--- src/rtl/controller.sv ---
// Instruction-cycle sequencer: eight phases per instruction plus a HALTED state,
// with every control strobe decoded combinationally from the phase and the opcode.
module controller (
    input  logic       clk,
    input  logic       rst,
    input  logic [2:0] opcode,
    input  logic       zero,
    input  logic       resume,
    output logic       sel,
    output logic       rd,
    output logic       wr,
    output logic       ld_ir,
    output logic       ld_ac,
    output logic       inc_pc,
    output logic       ld_pc,
    output logic       data_e,
    output logic       halt,
    output logic [2:0] phase
);

    localparam logic [3:0] S_P0     = 4'd0;
    localparam logic [3:0] S_P1     = 4'd1;
    localparam logic [3:0] S_P2     = 4'd2;
    localparam logic [3:0] S_P3     = 4'd3;
    localparam logic [3:0] S_P4     = 4'd4;
    localparam logic [3:0] S_P5     = 4'd5;
    localparam logic [3:0] S_P6     = 4'd6;
    localparam logic [3:0] S_P7     = 4'd7;
    localparam logic [3:0] S_HALTED = 4'd8;

    localparam logic [2:0] OP_HLT = 3'b000;
    localparam logic [2:0] OP_SKZ = 3'b001;
    localparam logic [2:0] OP_ADD = 3'b010;
    localparam logic [2:0] OP_AND = 3'b011;
    localparam logic [2:0] OP_XOR = 3'b100;
    localparam logic [2:0] OP_LDA = 3'b101;
    localparam logic [2:0] OP_STO = 3'b110;
    localparam logic [2:0] OP_JMP = 3'b111;

    logic [3:0] r_state;
    logic [3:0] w_next;
    logic       w_aluop;

    assign w_aluop = (opcode == OP_ADD) || (opcode == OP_AND) ||
                     (opcode == OP_XOR) || (opcode == OP_LDA);

    always_comb begin
        w_next = S_P0;
        case (r_state)
            S_P0, S_P1, S_P2, S_P3, S_P5, S_P6: w_next = r_state + 4'd1;
            S_P4:     w_next = (opcode == OP_HLT) ? S_HALTED : S_P5;
            S_P7:     w_next = S_P0;
            S_HALTED: w_next = resume ? S_P0 : S_HALTED;
            default:  w_next = S_P0;
        endcase
    end

    always_ff @(posedge clk) begin
        if (rst) begin
            r_state <= S_P0;
        end else begin
            r_state <= w_next;
        end
    end

    // Unused encodings 9..15 report phase 0 and drive no strobes
    assign phase = r_state[3] ? 3'd0 : r_state[2:0];

    always_comb begin
        sel    = 1'b0;
        rd     = 1'b0;
        wr     = 1'b0;
        ld_ir  = 1'b0;
        ld_ac  = 1'b0;
        inc_pc = 1'b0;
        ld_pc  = 1'b0;
        data_e = 1'b0;
        halt   = 1'b0;
        case (r_state)
            S_P0: begin
                sel = 1'b1;
            end
            S_P1: begin
                sel = 1'b1;
                rd  = 1'b1;
            end
            S_P2, S_P3: begin
                sel   = 1'b1;
                rd    = 1'b1;
                ld_ir = 1'b1;
            end
            S_P4: begin
                inc_pc = 1'b1;
            end
            S_P5: begin
                rd = w_aluop;
            end
            S_P6: begin
                rd     = w_aluop;
                inc_pc = (opcode == OP_SKZ) && zero;
                ld_pc  = (opcode == OP_JMP);
                data_e = (opcode == OP_STO);
            end
            S_P7: begin
                rd     = w_aluop;
                ld_ac  = w_aluop;
                ld_pc  = (opcode == OP_JMP);
                wr     = (opcode == OP_STO);
                data_e = (opcode == OP_STO);
            end
            S_HALTED: begin
                halt = 1'b1;
            end
            default: begin
                halt = 1'b0;
            end
        endcase
    end

endmodule

--- config.mk ---
export PLATFORM = sky130hd
export DESIGN_NAME = controller
export DESIGN_NICKNAME = d
export VERILOG_FILES = /design/src/rtl/controller.sv
export SDC_FILE = /design/constraint.sdc
export NUM_CORES = 1
export LEC_CHECK = 0
export ABC_AREA = 1
export BUFFER_PORTS_ARGS = -buffer_cell sky130_fd_sc_hd__buf_4
export CAP_MARGIN = 40
export CORE_AREA = 2 2 39 41
export DETAILED_ROUTE_END_ITERATION = 12
export DIE_AREA = 0 0 41 43
export GPL_ROUTABILITY_DRIVEN = 0
export PLACE_DENSITY = 0.58
export SLEW_MARGIN = 10
export SYNTH_ARGS = -nofsm -noshare
export SYNTH_HDL_FRONTEND = slang
export SYNTH_SLANG_ARGS = --single-unit
--- constraint.sdc ---
create_clock -name clk -period 2 [get_ports clk]
set_input_delay 0 -clock clk [delete_from_list [all_inputs] [get_ports clk]]
set_output_delay 0 -clock clk [all_outputs]
set_load 0.005 [all_outputs]
==> flow_metrics.tcl <==
set metrics [dict create \
    finalSetupTns_ps 0 \
    max_freq_mhz 686 \
    vdd_drop_max_mv 0.577 \
    routed_via_density 4.45 \
    nets 102 \
    initial_core_util_pct 28.3 \
    via_count 467 \
    grt_max_degree 7 \
    insertion_delay_ps 230 \
    n_antenna_cell 0 \
    ioPinCount 19 \
    synth_ff_type "dfxtp_1" \
    syn_inst 67 \
    critPathMaxStageDelay_ps 360 \
    critPathMaxFanout 4 \
    crit_arrival_ps 1460 \
    die-area_sq_um 1760 \
    met1Wirelength_um 426 \
    dr_wl_met2_um 449 \
    critPathLaunch "r_state[0]$_SDFF_PP0_" \
    slew_viol_final 0 \
    finalSetupViolCount 0 \
    maxSlewHeadroom_pct 85.0 \
    start_kind "flip-flop" \
    wl_per_cell_um 8.70 \
    largest_register_ffs 4 \
    top_regs "r_state x4" \
    htreeDepth 1 \
    path_cells "inv_1, ha_1, nor2_1, nor2_1, a21oi_1, nand2_1, buf_4" \
    yosys_warnings 0 \
    io_buffers 18 \
    final_area_sq_um 579 \
    cp-end-kind "primary output" \
    critical_path.top_delay_family "flip-flops" \
    area_growth_pct 47.9 \
    drt_pre_antenna_iters 4 \
    grt_usage_pct 12.6 \
    synth_fp_nets 78 \
    regMostFlops "r_state" \
    worst-path-buf-inv 2 \
    rows 14 \
    antenna_found_initial 0 \
    cpMostUsedCell "nor2_1" \
    crit-reg2reg-launch "r_state[0]$_SDFF_PP0_" \
    yosysSeqAreaShare_pct 20.4 \
    drcViolationCount 0 \
    worstMarginPinSlew_ps 222 \
    p_per_area_nw_per_um2 1150 \
    overflow 0 \
    cts.sinks 4 \
    hold_path.startpoint "opcode[2]" \
    syn-cell-area_sq_um 392 \
    synth_edf_count 0 \
    ys_seq_elements 4 \
    async_reset_ff_share_pct 0 \
    fp.coreArea_sq_um 1380 \
    routed.top_layer "met3" \
    slowest_stage "dfxtp_1" \
    period_share_pct 72.9 \
    cts_buffers 3 \
    die_y_um 43 \
    crit_type "flip-flop to primary output" \
    post_dp_cell_area_sq_um 547 \
    power.leakage_nw 0.328 \
    wl_met3_um 38 \
    drt_iter0_markers 8 \
    required_ps 2000 \
    die_w_um 41 \
    rsz0062_at_grt "false" \
    syn_area_per_cell_sq_um 5.85 \
    final_layout_size_suffix_gt1_share_pct 28.1 \
    cts_tree "yes" \
    worstHoldPathType "input port to flip-flop" \
    min_period_ps 1460 \
    max_cap_viol_count 0 \
    fin_skew_ps 1.70 \
    ant_nets 0 \
    clockBufferDepth 2 \
    clkTransAtPathRegs_ps 30 \
    clockRootBuffer "clkbuf_4" \
    grt_pass1_vias 421 \
    dp_hpwl_um 783 \
    synth_cell_types 16 \
    grt_pass1_wl_um 1520 \
    status "finished clean" \
    drt-total-wl_um 914 \
    hold_viol 0 \
    post_cts_buffers 0 \
]
cells in the final DEF (no fill, tap or decap), types with 2 or more instances in the layout:
master and instances:
dfxtp_1 4, nand2_1 15, nand3_1 3, clkbuf_4 3, ha_1 4, nor2_1 9, nand2_2 2, a21oi_1 4
nor3_1 5, inv_1 14, buf_4 18
kinds of logic after synthesis:
family / Yosys count / synth area share [%]
adder cells (fa/ha/maj): 4 / 12.8
flip-flops: 4 / 20.4
AND/OR/NAND/NOR: 36 / 40.9
XOR/XNOR: 1 / 2.24
AO/OA/AOI/OAI: 7 / 9.26
buffers and inverters: 15 / 14.4
cell type report:
| type | instances | area, sq um |
|---|---|---|
| fillers | 156 | 805 |
| multi-input cells | 48 | 255 |
| repair buffers | 19 | 145 |
| flip-flops and latches | 4 | 80.1 |
| inverters | 15 | 56.3 |
| clock buffers | 3 | 22.5 |
| well taps | 16 | 20.0 |
worst register-to-register path: cells and delay by family, from the launching register on:
| family | cells | cell delay (ps) |
|---|---|---|
| AO/OA/AOI/OAI | 1 | 60 |
| adder cells (fa/ha/maj) | 1 | 250 |
| buffers and inverters | 2 | 170 |
| flip-flops | 1 | 360 |
| AND/OR/NAND/NOR | 4 | 260 |
cell usage after synthesis (2+ instances only):
library cell  count  area share [%]
ha_1              4              13
a21oi_1           4             5.1
nand2_1          15              14
nor3_1            5             6.4
dfxtp_1           4              20
inv_1            14              13
nand2_2           2             3.2
nor2_1            9             8.6
nand3_1           3             3.8
report_power, final:
group / leakage, nW / total, mW / switching [mW] / internal [mW]
clock: 0.0138 / 0.0960 / 0.0291 / 0.0669
sequential: 0.0329 / 0.141 / 0.0322 / 0.109
combinational: 0.282 / 0.430 / 0.232 / 0.197
path summary, 6_finish.rpt:
path,endpoint,cells after the start,slack [ps]
min,r_state[0]$_SDFF_PP0_,3,130
max reg2reg,r_state[0]$_SDFF_PP0_,8,780
min reg2reg,r_state[2]$_SDFF_PP0_,3,650
max,rd,7,540
through the flow:
step | worst slack [ps] | total power, mW | util, % | hold WS [ps] | instances
after floorplan | 899 | 0.398 | - | 36.5 | 67
after CTS | 521 | 0.678 | 41.9 | 118 | 105
after global routing | 388 | 0.750 | 41.9 | 172 | 105
final | 541 | 0.667 | 41.9 | 129 | 105
after global placement | 782 | 0.577 | 39.5 | 187 | 101
after detailed placement | 778 | 0.573 | 39.5 | 190 | 101
what timing repair did:
| action | CTS | global route |
|---|---|---|
| hold buffers | 1 | 0 |
| setup endpoints to repair | 0 | 0 |
| hold endpoints to repair | 3 | 0 |
| resized for setup | 0 | 0 |
metal layers:
metal	up-vias	GRT usage [%]
met1	206	15.8
met5	-	0
li1	251	-
met3	0	1.57
met2	10	18.1
met4	0	10.0
No activity file was read; power rests on OpenSTA's default activity.
